==> config.mk <==
export PLATFORM = sky130hd
export DESIGN_NAME = ps2_dev_tx
export DESIGN_NICKNAME = d
export VERILOG_FILES = /design/src/rtl/ps2_pkg.sv /design/src/rtl/ps2_sync.sv /design/src/rtl/ps2_dev_tx.sv
export SDC_FILE = /design/constraint.sdc
export NUM_CORES = 1
export LEC_CHECK = 0
export CORE_MARGIN = 4
export CORE_UTILIZATION = 35
export CTS_CLUSTER_SIZE = 30
export DETAILED_ROUTE_END_ITERATION = 8
export PLACE_DENSITY_LB_ADDON = 0.2
export SLEW_MARGIN = 0
export SYNTH_ARGS = -nofsm -noshare
export SYNTH_HDL_FRONTEND = slang
export SYNTH_SLANG_ARGS = --single-unit
==> constraint.sdc <==
create_clock -name CLK_50MHZ -period 3.1 [get_ports CLK_50MHZ]
set_clock_uncertainty 0.15 [all_clocks]
set_input_delay 0.62 -clock CLK_50MHZ [delete_from_list [all_inputs] [get_ports CLK_50MHZ]]
set_output_delay 0.62 -clock CLK_50MHZ [all_outputs]
set_load 0.03 [all_outputs]
==> src/rtl/ps2_pkg.sv <==
// Shared PS/2 definitions: link state encoding, frame length and parity helper.
// Used by both the device transmitter and the PS/2 receiver.
package ps2_pkg;

  typedef enum logic [1:0] {
    ST_IDLE = 2'd0,
    ST_HIGH = 2'd1,
    ST_LOW  = 2'd2,
    ST_GAP  = 2'd3
  } ps2_state_e;

  localparam int FRAME_BITS = 11;

  // Odd parity bit: data plus parity carries an odd number of ones.
  function automatic logic odd_parity(input logic [7:0] d);
    return ~(^d);
  endfunction

endpackage

==> src/rtl/ps2_sync.sv <==
// Two-flop synchronizer for the open-collector PS/2 clock line.
// Resets to 1 so a released (idle) line is assumed until sampled otherwise.
module ps2_sync (
  input  logic i_clk,
  input  logic i_rst,
  input  logic i_async,
  output logic o_sync
);

  logic r_meta;
  logic r_sync;

  always_ff @(posedge i_clk) begin
    if (i_rst) begin
      r_meta <= 1'b1;
      r_sync <= 1'b1;
    end else begin
      r_meta <= i_async;
      r_sync <= r_meta;
    end
  end

  assign o_sync = r_sync;

endmodule

==> src/rtl/ps2_dev_tx.sv <==
// PS/2 device-to-host transmitter: generates the PS/2 clock and shifts out an
// 11-bit frame, aborting when the host inhibits the clock line mid-frame.
//
// Handshake: a byte is taken in any cycle where TX_VALID and TX_READY are both
// 1; TX_VALID may stay high, TX_READY is registered and only high while idle.
module ps2_dev_tx
  import ps2_pkg::*;
#(
  parameter int HALF_PER = 2000,
  parameter int GAP_CYC  = 2500
) (
  input  logic       CLK_50MHZ,
  input  logic       RESET,
  input  logic [7:0] TX_DATA,
  input  logic       TX_VALID,
  output logic       TX_READY,
  output logic       TX_DONE,
  output logic       TX_ABORT,
  input  logic       PS2_CLK_IN,
  output logic       PS2_CLK_OUT,
  output logic       PS2_DATA_OUT,
  output ps2_state_e DBG_STATE
);

  localparam logic [15:0] HALF_LAST   = 16'(HALF_PER - 1);
  localparam logic [15:0] GAP_LAST    = 16'(GAP_CYC - 1);
  localparam logic [15:0] INHIBIT_MIN = 16'd4;
  localparam logic [3:0]  LAST_IDX    = 4'(FRAME_BITS - 1);

  ps2_state_e                  r_state;
  ps2_state_e                  w_next;
  logic [15:0]                 r_cnt;
  logic [3:0]                  r_idx;
  logic [FRAME_BITS-1:0]       r_frame;
  logic                        r_armed;
  logic                        r_ready;
  logic                        r_done;
  logic                        r_abort;
  logic                        r_clk_out;
  logic                        r_data_out;

  logic w_clk_sync;
  logic w_accept;
  logic w_phase_last;
  logic w_inhibit;
  logic w_done;
  logic w_shift;
  logic w_data_next;

  ps2_sync u_sync (
    .i_clk   (CLK_50MHZ),
    .i_rst   (RESET),
    .i_async (PS2_CLK_IN),
    .o_sync  (w_clk_sync)
  );

  // Inhibit is masked early in HIGH: the synced line still shows our own LOW.
  always_comb begin
    w_accept     = (r_state == ST_IDLE) && TX_VALID && r_ready;
    w_phase_last = (r_cnt == HALF_LAST);
    w_inhibit    = (r_state == ST_HIGH) && (r_cnt >= INHIBIT_MIN) &&
                   (r_idx < LAST_IDX) && !w_clk_sync;
    w_done       = (r_state == ST_LOW) && w_phase_last && (r_idx == LAST_IDX);
    w_shift      = (r_state == ST_LOW) && w_phase_last && (r_idx != LAST_IDX);
    w_next       = r_state;
    case (r_state)
      ST_IDLE: if (w_accept) w_next = ST_HIGH;
      ST_HIGH: begin
        if (w_inhibit)         w_next = ST_GAP;
        else if (w_phase_last) w_next = ST_LOW;
      end
      ST_LOW: begin
        if (w_done)       w_next = ST_GAP;
        else if (w_shift) w_next = ST_HIGH;
      end
      ST_GAP:  if (r_cnt == GAP_LAST) w_next = ST_IDLE;
      default: w_next = ST_IDLE;
    endcase
    w_data_next = 1'b1;
    if (w_accept)                                 w_data_next = 1'b0;
    else if (w_shift)                             w_data_next = r_frame[1];
    else if (w_next == ST_HIGH || w_next == ST_LOW) w_data_next = r_frame[0];
  end

  always_ff @(posedge CLK_50MHZ) begin
    if (RESET) begin
      r_state    <= ST_IDLE;
      r_cnt      <= '0;
      r_idx      <= '0;
      r_frame    <= '1;
      r_armed    <= 1'b0;
      r_ready    <= 1'b0;
      r_done     <= 1'b0;
      r_abort    <= 1'b0;
      r_clk_out  <= 1'b1;
      r_data_out <= 1'b1;
    end else begin
      r_state <= w_next;
      if (w_next != r_state || r_state == ST_IDLE) r_cnt <= '0;
      else                                         r_cnt <= r_cnt + 16'd1;
      if (w_accept) begin
        r_frame <= {1'b1, odd_parity(TX_DATA), TX_DATA, 1'b0};
        r_idx   <= '0;
      end else if (w_shift) begin
        r_frame <= {1'b1, r_frame[FRAME_BITS-1:1]};
        r_idx   <= r_idx + 4'd1;
      end
      r_armed    <= 1'b1;
      r_ready    <= r_armed && (w_next == ST_IDLE) && w_clk_sync;
      r_done     <= w_done;
      r_abort    <= w_inhibit;
      r_clk_out  <= (w_next != ST_LOW);
      r_data_out <= w_data_next;
    end
  end

  assign TX_READY     = r_ready;
  assign TX_DONE      = r_done;
  assign TX_ABORT     = r_abort;
  assign PS2_CLK_OUT  = r_clk_out;
  assign PS2_DATA_OUT = r_data_out;
  assign DBG_STATE    = r_state;

endmodule
==> metrics.txt, run 1 <==
Synth Warn # 0; Layout Utilization 0.434; MaxCap Viol Count 0; post-cts resize count 0; fillers approximately 580; Net count, final about 270; CP endpoint kind flip-flop; CP Max Fanout 7; slew at the pin closest to its max-slew limit 611 ps; Post-synth top cells dfxtp_1 (40), nor2_1 (20), nor3_1 (16), xnor2_1 (16), nand2_1 (14); Chip Width roughly 85 µm; # setup viols final 0; Max Slew Vio Count 0; IO buf count 18; kind of critical path flip-flop to flip-flop; share of the synthesized area in the top cell type 0.391; mean post-synth cell area between 9 and 10 µm²; Initial DRT Pass Iterations 4; # diodes 0; sequential power share 0.506; TritonCTS Buffers 5; Max clock buf depth 2; row count 27; startpoint types flip-flop; number of synthesized flops with an enable pin 0; Most used DFF post-synth dfxtp_1; register area share after synthesis 0.391; via count approximately 1.7k; combinational fraction of design power 0.078; P per Cell Area about 430 nW/µm²; clk_lat worst skew 290 ps; Cell variety after synth 44; Remaining DRCs 0; area grow syn2layout 18.7%; largest net degree at the start of global routing 15; die height 84.5 µm; CTS tree done; Req. time, crit path between 3000 and 4000 ps; Post-DP HPWL between 3 and 4 mm; RSZ-0062 raised after global routing no; FFs w/ async S/R, synth 0; Pleak 0.000823 µW; clock network power share 0.416; worst rel slew slack 0.590; total gr overflow 0; drt total wl roughly 4.5 mm; crit path time final about 2800 ps; maximum clock frequency approximately 360 MHz; Initial Utilization 0.365; Worst-path clk slew about 80 ps; Yosys top cell by area dfxtp_1; Sink Count 40; share of cells above drive strength 1 0.109; # Post-CTS Setup Buffers 0; Internal Power a little over 800 µW; Syn Nets ~240; period utilisation layout 0.903; post-cts hold buffer count 0; sw power about 240 µW; GRT Total Usage 0.131; Peak VDD IR 0.000184 V; number of global-route vias before repair approximately 1.6k; Hold Crit Class flip-flop to flip-flop; sum of negative setup slack 0 ps; die footprint 7140 µm²; io pins 19; Critical Path AT around 2800 ps; Sw Ratio 0.230; Placer Congestion 0.876; Final Hold Fails 0; outcome finished, final reports clean; most common cell in the synthesized netlist dfxtp_1; Final ANT Viol Nets 0; first-pass GRT wire length about 7.5 mm; root buf cell clkbuf_8; cells after synthesis 225; Post-Syn Area around 2000 µm²; Routed wire per std cell 14.0 µm; top cells by area, synth dfxtp_1 (39%), xnor2_1 (6.8%), mux2i_1 (4.4%); vias per cell 5.25; Seq cells post-synth 40; drt first-iter violations 87; CORE AREA between 5000 and 6000 µm²; initial antenna violation count 0; H-tree depth 2
[routing by layer]
| layer | part of all wire | global-route usage | vias to the layer above | routed length [µm] |
|---|---|---|---|---|
| met3 | 0.030 | 0.0324 | 5 | 135 |
| met4 | 0.018 | 0.0518 | 0 | 81 |
| met1 | 0.50 | 0.175 | 795 | 2220 |
| met2 | 0.45 | 0.204 | 27 | 2030 |
| met5 | 0 | 0 | - | 0 |
| li1 | - | - | 854 | - |
[cells by family (layout without fill, tap and decap cells)]
kind of cell / count (synthesis) / count (layout) / synth area share
adder cells (fa/ha/maj): 6 / 6 / 0.0366
AND/OR/NAND/NOR: 106 / 106 / 0.306
AO/OA/AOI/OAI: 26 / 26 / 0.0891
buffers and inverters: 15 / 38 / 0.0354
multiplexers: 9 / 9 / 0.0440
flip-flops: 40 / 40 / 0.391
XOR/XNOR: 23 / 23 / 0.0983
[cell type report]
type	instances	area, µm²	area share
Clock inverter	3	46.3	0.0190
Tap cell	72	90.1	0.0370
Sequential cell	40	801	0.329
Inverter	5	18.8	0.00771
Timing Repair Buffer	25	233	0.0956
Multi-Input combinational cell	170	1180	0.483
Clock buffer	5	68.8	0.0283
[sequential cells by signal (all words and copies together) (netlist names)]
name	flops
PS2_CLK_OUT	1
r_idx	4
u_sync.r_meta	1
r_cnt	16
r_armed	1
r_frame	10
u_sync.o_sync	1
DBG_STATE	2
TX_READY	1
TX_DONE	1
PS2_DATA_OUT	1
TX_ABORT	1
[worst max-delay path, cell delays in order (launching register included)]
cell and delay (ps):
dfxtp_1 420, ha_1 270, and4_1 340, and3_1 250, a31oi_1 180, nor4_1 500, ha_1 320, nor3_1 180
o31ai_1 80
[cells in the final DEF (no fill, tap or decap), drive strengths merged, types with 2 or more instances in the layout]
cell type | Yosys | routed
o21a | 2 | 2
nor2b | 3 | 3
and4 | 4 | 4
nand2 | 14 | 14
nor2 | 21 | 21
nand4 | 10 | 10
and2 | 2 | 2
mux2i | 9 | 9
a211oi | 4 | 4
clkbuf | 4 | 5
nor4 | 9 | 9
a311oi | 2 | 2
and3 | 4 | 4
ha | 6 | 6
nand2b | 2 | 2
or4 | 5 | 5
dfxtp | 40 | 40
xor2 | 7 | 7
or2 | 2 | 2
buf | 6 | 7
a21oi | 12 | 12
nand3 | 8 | 8
inv | 4 | 5
nor3 | 17 | 17
o21ai | 2 | 2
xnor2 | 16 | 16
clkdlybuf4s50 | 0 | 18
[stage by stage]
step                setup slack [ps]  cells  instance area, µm²  hold slack [ps]  power [µW]
floorplan                        575    225                2050              239         587
global placement                 459    312                2320              254         624
detailed placement               337    312                2320              259         624
CTS                              290    320                2430              282        1060
global route                    67.6    320                2430              316        1090
finish                           300    320                2430              280        1050
[power groups by stage]
stage	Combinational (µW)	Sequential, µW	Clock (µW)
2_1_floorplan	43.5	543	0
4_1_cts	82.8	529	447
3_5_place_dp	82.4	541	0
5_1_grt	89.6	531	468
6_report	81.5	529	436
3_3_place_gp	82.6	541	0
[path summary, 6_finish.rpt]
kind	start	endpoint	slack (ps)	cells after the start
setup / recovery	r_cnt[0]	PS2_DATA_OUT	300	8
hold / removal	u_sync.r_meta	u_sync.o_sync	280	1
setup reg to reg	r_cnt[0]	PS2_DATA_OUT	300	8
hold reg to reg	u_sync.r_meta	u_sync.o_sync	280	1
(Power assumes the default switching activity.)
==> inputs of run 2 (changes only) <==
--- a/config.mk
+++ b/config.mk
@@ -10,6 +10,7 @@
 export CTS_CLUSTER_SIZE = 30
 export DETAILED_ROUTE_END_ITERATION = 8
 export PLACE_DENSITY_LB_ADDON = 0.2
+export REMOVE_ABC_BUFFERS = 1
 export SLEW_MARGIN = 0
 export SYNTH_ARGS = -nofsm -noshare
 export SYNTH_HDL_FRONTEND = slang
==> constraint.sdc (replaced) <==
create_clock -name CLK_50MHZ -period 3.5 [get_ports CLK_50MHZ]
set_clock_uncertainty 0.15 [all_clocks]
set_input_delay 0.7 -clock CLK_50MHZ [delete_from_list [all_inputs] [get_ports CLK_50MHZ]]
set_output_delay 0.7 -clock CLK_50MHZ [all_outputs]
set_load 0.03 [all_outputs]
==> metrics.txt, run 2 (same netlist as run 1, synthesis figures left out) <==
RSZ-0062 raised after global routing no; kind of critical path flip-flop to flip-flop; outcome finished, final reports clean; IO buf count 18 (unchanged); Req. time, crit path 3530 ps (+400 ps); P per Cell Area 379 nW/µm² (-12%); area grow syn2layout 17.5%; Worst Hold Depth 1 (unchanged); worst rel slew slack 0.441 (-0.149); combinational fraction of design power 0.078 (about the same); Critical Path AT 2880 ps (+50 ps); sequential power share 0.514 (+0.008); vias per cell 5.20 (-1.1%); post-cts hold buffer count 0 (unchanged); number of flip-flops under the largest register name 16 (unchanged); Final ANT Viol Nets 0 (unchanged); Placer Congestion 0.789 (-9.9%); root buf cell clkbuf_8; period utilisation layout 0.816 (-0.0871); drt total wl 4.31 mm (-3.6%); clk_lat worst skew 290 ps (about the same); Net count, final 262 (-1.1%); Internal Power 709 µW (-12%); startpoint types flip-flop; Layout Utilization 0.429 (-0.00468); # Post-CTS Setup Buffers 0 (unchanged); Remaining DRCs 0 (unchanged); Sink Count 40 (unchanged); Chip Width 84.5 µm (unchanged); TritonCTS Buffers 5 (unchanged); largest net degree at the start of global routing 15 (unchanged); Slowest cell on crit path dfxtp_1; slew at the pin closest to its max-slew limit 839 ps (+227 ps); WP buf/inv 0 (unchanged); CP Max Fanout 7 (unchanged); placed cell area 2300 µm² (-0.97%); crit path cell chain ha_1 > and4_1 > nand4_2 > o21a_1 > nor4_1 > ha_1 > nor3_1 > o31ai_1; row count 27 (unchanged); CTS tree done; Worst R2R Path Depth 8 (unchanged); GRT Total Usage 0.124 (-0.00710); initial antenna violation count 0 (unchanged); sum of negative setup slack 0 ps (unchanged); Routed wire per std cell 13.6 µm (-2.7%); share of cells above drive strength 1 0.0980 (-0.0109); Initial Utilization 0.365 (unchanged); Post-DP HPWL 2.99 mm (-5.6%); maximum clock frequency 350 MHz (-2.0%); Hold Crit Class flip-flop to flip-flop; Max clock buf depth 2 (unchanged); worst stage delay on the critical path 430 ps (-70 ps); H-tree depth 2 (unchanged); first-pass GRT wire length 7.35 mm (-2.6%); Initial DRT Pass Iterations 4 (unchanged); total gr overflow 0 (unchanged); commonest non-fill, non-tap cell in the layout dfxtp_1; Sw Ratio 0.223 (-0.00726); Worst-path clk slew 80 ps (about the same); Pleak 0.000808 µW (-1.8%); leading cell types in the layout, fill and taps excluded dfxtp_1 (40), nor2_1 (20), clkdlybuf4s50_1 (18); CORE AREA 5610 µm² (unchanged); drt first-iter violations 109 (+25%); post-cts resize count 0 (unchanged); number of global-route vias before repair 1512 (-3.1%); sw power 203 µW (-16%); leading registers by flop count r_cnt x16, r_frame x10, r_idx x4; CP endpoint kind flip-flop; via count 1647 (-2.0%); die height 84.5 µm (unchanged); Top reg by flops r_cnt; Worst path depth 8 (unchanged); Peak VDD IR 0.000205 V (+11%); design area 2410 µm² (-1.1%); crit-path leading delay family simple AND/OR/NAND/NOR gates; Max Slew Vio Count 0 (unchanged); # diodes 0 (unchanged); # setup viols final 0 (unchanged); Final Hold Fails 0 (unchanged); io pins 19 (unchanged); crit path time final 2860 ps (+56.5 ps); clock network power share 0.408 (-0.008); die footprint 7140 µm² (unchanged); fillers 568 (-2.7%); critical path's most frequent cell ha_1; MaxCap Viol Count 0 (unchanged)
[run 2: final timing paths]
kind | from | to | slack (ps)
hold / removal | u_sync.r_meta | u_sync.o_sync | 260
setup / recovery | r_cnt[0] | PS2_DATA_OUT | 640
setup reg to reg | r_cnt[0] | PS2_DATA_OUT | 640
hold reg to reg | u_sync.r_meta | u_sync.o_sync | 260
[run 2: metrics by stage]
step	power, µW	worst slack [ps]	hold WS [ps]	instances
2_1_floorplan	517	976	239	215
3_3_place_gp	551	644	257	309
3_5_place_dp	551	616	244	309
4_1_cts	925	664	267	317
5_1_grt	952	499	293	317
6_report	912	643	265	317
[run 2: layout make-up]
type,count,area (µm²),share of cell area
multi-input cells,170,1180,0.489
flip-flops and latches,40,801,0.333
inverters,5,18.8,0.00780
clock inverters,3,42.5,0.0177
well taps,72,90.1,0.0374
repair buffers,22,210,0.0873
clock buffers,5,68.8,0.0286
[run 2: worst reg2reg max path, cell delays in order, from the launching register on]
cell and delay, ps:
dfxtp_1 430, ha_1 270, and4_1 370, nand4_2 290, o21a_1 280, nor4_1 410
ha_1 310, nor3_1 180, o31ai_1 80
[run 2: power groups by stage]
stage / logic, µW / clock network [µW] / registers [µW]
after floorplan: 36.0 / 0 / 481
after global placement: 71.4 / 0 / 480
after detailed placement: 71.6 / 0 / 479
after CTS: 72.0 / 384 / 469
after global routing: 77.7 / 404 / 470
final: 71.6 / 372 / 469
[run 2: per-layer routing]
layer,global-route usage,up-vias,wire length [µm]
met1,0.182,765,2260
met3,0.0334,7,134
li1,-,848,-
met5,0,-,0
met2,0.177,27,1850
met4,0.0360,0,58
